## config.mk

```make
export PLATFORM = sky130hd
export DESIGN_NAME = ex_issue_window
export DESIGN_NICKNAME = d
export VERILOG_FILES = /design/src/rtl/ex_issue_window_pkg.sv /design/src/rtl/ex_issue_select.sv /design/src/rtl/ex_issue_window.sv
export SDC_FILE = /design/constraint.sdc
export NUM_CORES = 2
export LEC_CHECK = 0
export ABC_CLOCK_PERIOD_IN_PS = 6000
export BUFFER_PORTS_ARGS = -buffer_cell sky130_fd_sc_hd__buf_2
export CAP_MARGIN = 30
export CORE_MARGIN = 4
export CORE_UTILIZATION = 45
export DETAILED_ROUTE_END_ITERATION = 10
export SLEW_MARGIN = 20
export SYNTH_ARGS = -nofsm -noshare
export SYNTH_HDL_FRONTEND = slang
export SYNTH_HIERARCHICAL = 1
export SYNTH_SLANG_ARGS = --single-unit
```

## constraint.sdc

```tcl
create_clock -name Clk -period 6 [get_ports Clk]
set_input_delay 0.9 -clock Clk [delete_from_list [all_inputs] [get_ports Clk]]
set_output_delay 0.9 -clock Clk [all_outputs]
set_load 0.01 [all_outputs]
```

## src/rtl/ex_issue_window_pkg.sv

```systemverilog
// Shared types and width helpers for the execution issue window.
package ex_issue_window_pkg;

  // Default configuration of the window.
  localparam int DEF_DEPTH     = 8;
  localparam int DEF_NPHYS     = 64;
  localparam int DEF_PAYLOAD_W = 96;

  // Physical tag width for a given register-file size.
  function automatic int tag_w(input int nphys);
    return $clog2(nphys);
  endfunction

  // Occupancy counter width: must represent 0..depth inclusive.
  function automatic int count_w(input int depth);
    return $clog2(depth + 1);
  endfunction

  localparam int DEF_TW = tag_w(DEF_NPHYS);
  localparam int DEF_CW = count_w(DEF_DEPTH);

  // One window entry at the default configuration.
  typedef struct packed {
    logic [DEF_TW-1:0]        src1;
    logic [DEF_TW-1:0]        src2;
    logic [DEF_PAYLOAD_W-1:0] payload;
  } issue_entry_t;

endpackage

```

## src/rtl/ex_issue_select.sv

```systemverilog
// Priority picker: lowest-index ready entry wins; in-order mode only looks at entry 0.
module ex_issue_select #(
  parameter int DEPTH    = 8,
  parameter bit IN_ORDER = 1'b0
) (
  input  logic [DEPTH-1:0]         rdy,
  output logic [DEPTH-1:0]         sel_oh,
  output logic [$clog2(DEPTH)-1:0] sel_idx,
  output logic                     found
);

  localparam int IW = $clog2(DEPTH);

  logic [DEPTH-1:0] cand;

  // Restrict the candidate set to the head entry in in-order mode.
  always_comb begin
    cand = rdy;
    if (IN_ORDER) cand = {{(DEPTH-1){1'b0}}, rdy[0]};
  end

  // Scan from the youngest end so the oldest candidate overwrites last.
  always_comb begin
    sel_oh  = '0;
    sel_idx = '0;
    found   = 1'b0;
    for (int i = DEPTH - 1; i >= 0; i--) begin
      if (cand[i]) begin
        sel_oh    = '0;
        sel_oh[i] = 1'b1;
        sel_idx   = IW'(i);
        found     = 1'b1;
      end
    end
  end

endmodule

```

## src/rtl/ex_issue_window.sv

```systemverilog
// Collapsing, age-ordered issue window with a registered valid/ready output stage.
//
// Handshakes: a transfer happens on a rising edge where valid and ready are both
// high. Enq_Ready depends only on registered occupancy. Iss_Valid/Iss_Src*/
// Iss_Payload come straight from a register and stay stable while Iss_Valid is
// high and Iss_Ready is low.
module ex_issue_window
  import ex_issue_window_pkg::*;
#(
  parameter int DEPTH     = 8,
  parameter int NPHYS     = 64,
  parameter int PAYLOAD_W = 96,
  parameter bit IN_ORDER  = 1'b0
) (
  input  logic                       Clk,
  input  logic                       Rst,
  input  logic                       Flush,
  input  logic                       Enq_Valid,
  output logic                       Enq_Ready,
  input  logic [$clog2(NPHYS)-1:0]   Enq_Src1,
  input  logic [$clog2(NPHYS)-1:0]   Enq_Src2,
  input  logic [PAYLOAD_W-1:0]       Enq_Payload,
  input  logic [NPHYS-1:0]           Wake_List,
  input  logic                       Issue_Hold,
  output logic                       Iss_Valid,
  input  logic                       Iss_Ready,
  output logic [$clog2(NPHYS)-1:0]   Iss_Src1,
  output logic [$clog2(NPHYS)-1:0]   Iss_Src2,
  output logic [PAYLOAD_W-1:0]       Iss_Payload,
  output logic [$clog2(DEPTH+1)-1:0] Count,
  output logic                       Full,
  output logic                       Empty
);

  localparam int TW = tag_w(NPHYS);
  localparam int CW = count_w(DEPTH);
  localparam int IW = $clog2(DEPTH);

  typedef struct packed {
    logic [TW-1:0]        src1;
    logic [TW-1:0]        src2;
    logic [PAYLOAD_W-1:0] payload;
  } entry_t;

  entry_t           ent_q [DEPTH];
  entry_t           ent_d [DEPTH];
  logic [CW-1:0]    count_q;
  logic [CW-1:0]    count_d;
  logic [CW-1:0]    wr_idx;
  entry_t           iss_q;
  logic             iss_valid_q;

  logic [DEPTH-1:0] rdy;
  logic [DEPTH-1:0] sel_oh;
  logic [DEPTH-1:0] shift_mask;
  logic [IW-1:0]    sel_idx;
  logic             found;
  logic             can_load;
  logic             deq;
  logic             enq;

  // Entries below Count are live; a live entry is ready when both sources are awake.
  always_comb begin
    for (int i = 0; i < DEPTH; i++) begin
      rdy[i] = (CW'(i) < count_q) & Wake_List[ent_q[i].src1] & Wake_List[ent_q[i].src2];
    end
  end

  ex_issue_select #(
    .DEPTH    (DEPTH),
    .IN_ORDER (IN_ORDER)
  ) u_select (
    .rdy     (rdy),
    .sel_oh  (sel_oh),
    .sel_idx (sel_idx),
    .found   (found)
  );

  // Load the output stage when it is empty or draining this cycle, unless held.
  always_comb begin
    can_load = !Issue_Hold & (!iss_valid_q | Iss_Ready);
    deq      = can_load & found;
    enq      = Enq_Valid & Enq_Ready;
    wr_idx   = count_q - CW'(deq);
  end

  // Entries at or above the selected slot move down one position on dequeue.
  always_comb begin
    logic acc;
    acc = 1'b0;
    for (int i = 0; i < DEPTH; i++) begin
      acc           = acc | sel_oh[i];
      shift_mask[i] = acc;
    end
  end

  // Next array contents: collapse behind the dequeued entry, then append at the tail.
  always_comb begin
    count_d = count_q;
    for (int i = 0; i < DEPTH; i++) ent_d[i] = ent_q[i];
    if (deq) begin
      for (int i = 0; i < DEPTH - 1; i++) begin
        if (shift_mask[i]) ent_d[i] = ent_q[i+1];
      end
      if (shift_mask[DEPTH-1]) ent_d[DEPTH-1] = '0;
      count_d = count_d - CW'(1);
    end
    if (enq) begin
      for (int i = 0; i < DEPTH; i++) begin
        if (CW'(i) == wr_idx) ent_d[i] = '{src1: Enq_Src1, src2: Enq_Src2, payload: Enq_Payload};
      end
      count_d = count_d + CW'(1);
    end
  end

  // Window storage and occupancy; flush drops every live entry.
  always_ff @(posedge Clk or negedge Rst) begin
    if (!Rst) begin
      count_q <= '0;
      for (int i = 0; i < DEPTH; i++) ent_q[i] <= '0;
    end else if (Flush) begin
      count_q <= '0;
    end else begin
      count_q <= count_d;
      for (int i = 0; i < DEPTH; i++) ent_q[i] <= ent_d[i];
    end
  end

  // Output stage: load on dequeue, clear after a handshake with nothing to replace it.
  always_ff @(posedge Clk or negedge Rst) begin
    if (!Rst) begin
      iss_q       <= '0;
      iss_valid_q <= 1'b0;
    end else if (Flush) begin
      iss_valid_q <= 1'b0;
    end else if (deq) begin
      iss_q       <= ent_q[sel_idx];
      iss_valid_q <= 1'b1;
    end else if (iss_valid_q && Iss_Ready) begin
      iss_valid_q <= 1'b0;
    end
  end

  // Status and output drive.
  always_comb begin
    Count       = count_q;
    Full        = (count_q == CW'(DEPTH));
    Empty       = (count_q == '0);
    Enq_Ready   = !Full;
    Iss_Valid   = iss_valid_q;
    Iss_Src1    = iss_q.src1;
    Iss_Src2    = iss_q.src2;
    Iss_Payload = iss_q.payload;
  end

endmodule

```

==> results.json <==
{
  "netlist_instances": 5313,
  "grt_max_degree": 206,
  "drv_slew": 0,
  "ctsHoldBuffers": 0,
  "yosys_warnings": 6,
  "hold_ws_ns": 0.226,
  "first_global_vias": 52300,
  "nets": 5493,
  "status": "complete, no violations",
  "drcViolationCount": 0,
  "syn_area_sq_um": 59000,
  "yosysTopAreaCell": "dfrtp_1",
  "post-route-period-util": 0.967,
  "synth_edf_count": 0,
  "drive_gt1_frac": 0.238,
  "synth_cell_type_count": 74,
  "drv_cap": 0,
  "gp_congestion": 1.06,
  "antenna_found_initial": 37,
  "syn_nets": 5497,
  "clock-sinks": 977,
  "rsz0062_at_grt": "no",
  "clockRootBuffer": "clkbuf_16",
  "seq_power_share": 0.243,
  "setup_viol": 0,
  "fp.dieW_um": 370,
  "routed_via_density": 7.33,
  "maxSlewHeadroom": 0.203,
  "cp.arrival_ns": 6.41,
  "wire_per_inst_um": 33.7,
  "grt_pass1_wl_mm": 358,
  "dpl.hpwl_mm": 144,
  "core_area_sq_um": 130000,
  "wirelength_mm": 241,
  "port_buffers": 293,
  "critPathCaptureType": "flip-flop",
  "mostFrequentLayoutCell": "dfrtp_1",
  "clockBufferDepth": 3,
  "switchingPower_mw": 23.6,
  "fin_crit_ns": 5.80,
  "drt_iter0_drc": 6766,
  "setup_ws_ns": 0.200,
  "p_clk_frac": 0.137,
  "clk_pin_slew_ns": 0.06,
  "hold_class": "in2async",
  "synthFlopType": "dfrtp_1",
  "initial_core_util": 0.454,
  "ant_nets": 0,
  "swShare": 0.469,
  "io_pins": 294,
  "htree_num_levels": 3,
  "area_growth_pct": 14.1,
  "max_freq_mhz": 172,
  "hold_viol": 0,
  "first_pass_iters": 6,
  "synth_top_area_frac": 0.414,
  "die_area_sq_um": 137000,
  "ir_worst_vdd_uv": 1200,
  "pre_cts_slack_ns": -0.0675,
  "synthArstFlopShare": 1.00,
  "clock_latency_ns": 0.74,
  "pwr_density_cell_nw_per_um2": 749,
  "crit_type": "reg2reg",
  "overflow": 0,
  "required_ns": 6.61,
  "avgSynthCellArea_sq_um": 11.1,
  "synth-seq-area-share": 0.414,
  "die_y_um": 370,
  "vias": 52400,
  "synth_seq_cells": 977,
  "cts_tree": "built",
  "startpoint_type": "flip-flop",
  "rows": 132,
  "p_int_mw": 26.8,
  "combPwrFrac": 0.620,
  "path_max_fanout": 28,
  "synth_area_leaders": "dfrtp_1, mux4_2, a22oi_1",
  "layout_common_cells": "dfrtp_1, mux4_2, a22oi_1",
  "grt_usage": 0.346,
  "cts_buffers": 109,
  "worst_pin_slew_ns": 1.19,
  "power.leakage_nw": 25.4,
  "fin_skew_ns": 0.0514
}
==> power groups by stage <==
stage | registers [mW] | clock network (mW) | logic (mW)
finish | 12.2 | 6.91 | 31.2
global route | 12.5 | 7.24 | 32.7
CTS | 12.1 | 6.98 | 30.6
detailed placement | 12.2 | 0 | 30.6
global placement | 12.1 | 0 | 30.3
floorplan | 11.1 | 0 | 20.2
==> path summary, 6_finish.rpt <==
kind                                      endpoint  slack [ns]  depth (start not counted)                   start
min reg2reg                 ent_q[804]$_DFFE_PN0N_        0.49                          1  ent_q[696]$_DFFE_PN0N_
max in group asynchronous   ent_q[455]$_DFFE_PN0N_        4.31                          2                     Rst
min in group Clk             ent_q[50]$_DFFE_PN0N_        0.45                          2         Enq_Payload[50]
max                         ent_q[571]$_DFFE_PN0N_        0.20                         19  ent_q[643]$_DFFE_PN0N_
max reg2reg                 ent_q[571]$_DFFE_PN0N_        0.20                         19  ent_q[643]$_DFFE_PN0N_
min                        Iss_Src2[1]$_DFFE_PN0P_        0.23                          1                     Rst
==> routing by layer <==
metal  global-route usage  routed length [um]
met1                0.471               92200
met2                0.511              107000
met3               0.0987               29700
met4                0.165               12100
met5                    0                 115
==> sequential cells by signal, indices dropped and copies added, names as in the netlist <==
name,cells
Iss_Valid,1
Iss_Src1,6
Iss_Payload,96
ent_q,864
Iss_Src2,6
Count,4
==> area by class of cell <==
cell class,count,area [sq um]
fill,11600,62500
multi-input combinational,3406,31100
sequential,977,24500
timing repair buffer,585,5010
clock buffer,159,3140
tap,1742,2180
inverter,230,863
clock inverter,36,493
antenna,23,57.6
==> metrics by stage <==
step	utilization	TNS, ns	power (mW)	cell area, sq um	std cells
finish	0.518	0	50.4	67300	7158
global route	0.518	0	52.5	67300	7150
CTS	0.517	0	49.7	67200	7129
detailed placement	0.489	-2.68	42.8	63500	6934
global placement	0.489	-0.581	42.4	63500	6934
floorplan	-	0	31.3	59000	5313
==> cells in the mapped netlist (19+ instances only) <==
cell type and n:
dfrtp_1 977, clkbuf_1 494, mux4_2 461, a22oi_1 367, o22a_1 299, a211oi_1 233, nand2_1 231, inv_1 227
nor2_1 226, a31oi_1 225, o22ai_1 217, a21oi_1 158, mux2i_1 158, buf_2 126, and3_1 115, o21ai_0 109
a22o_1 108, a32oi_1 105, o2bb2ai_1 105, a221o_1 74, buf_1 64, nor2b_1 32, mux2_2 19
==> worst max-delay path, cell delays in order (launching register included) <==
cell	delay, ns
dfrtp_1	0.90
buf_4	0.24
mux4_2	0.29
mux4_2	0.46
mux2i_1	0.32
a211oi_1	0.21
nor4_4	0.40
nand3_1	0.18
nor2b_1	0.21
nand2_1	0.11
clkinv_1	0.10
ha_1	0.23
ha_1	0.32
or3_1	0.40
a21o_4	0.28
nor3_4	0.26
buf_4	0.21
buf_12	0.23
a22oi_1	0.13
o22ai_1	0.16
==> cell families after synthesis <==
logic type | after synthesis | synth area share
adders and majority gates | 6 | 0.00127
buffers and inverters | 930 | 0.0631
and+or+nand+nor | 697 | 0.0555
AOI/OAI and AO/OA | 2058 | 0.258
xor gates and xnor gates | 7 | 0.00104
DFF | 977 | 0.414
muxes | 638 | 0.206
==> timing repair <==
action	in CTS	in global routing
endpoints found under the hold margin	0	0
resized for setup	0	4
buffers inserted	0	5
endpoints found under the setup margin	0	778
Note: power is estimated with default switching activity, not from simulation.
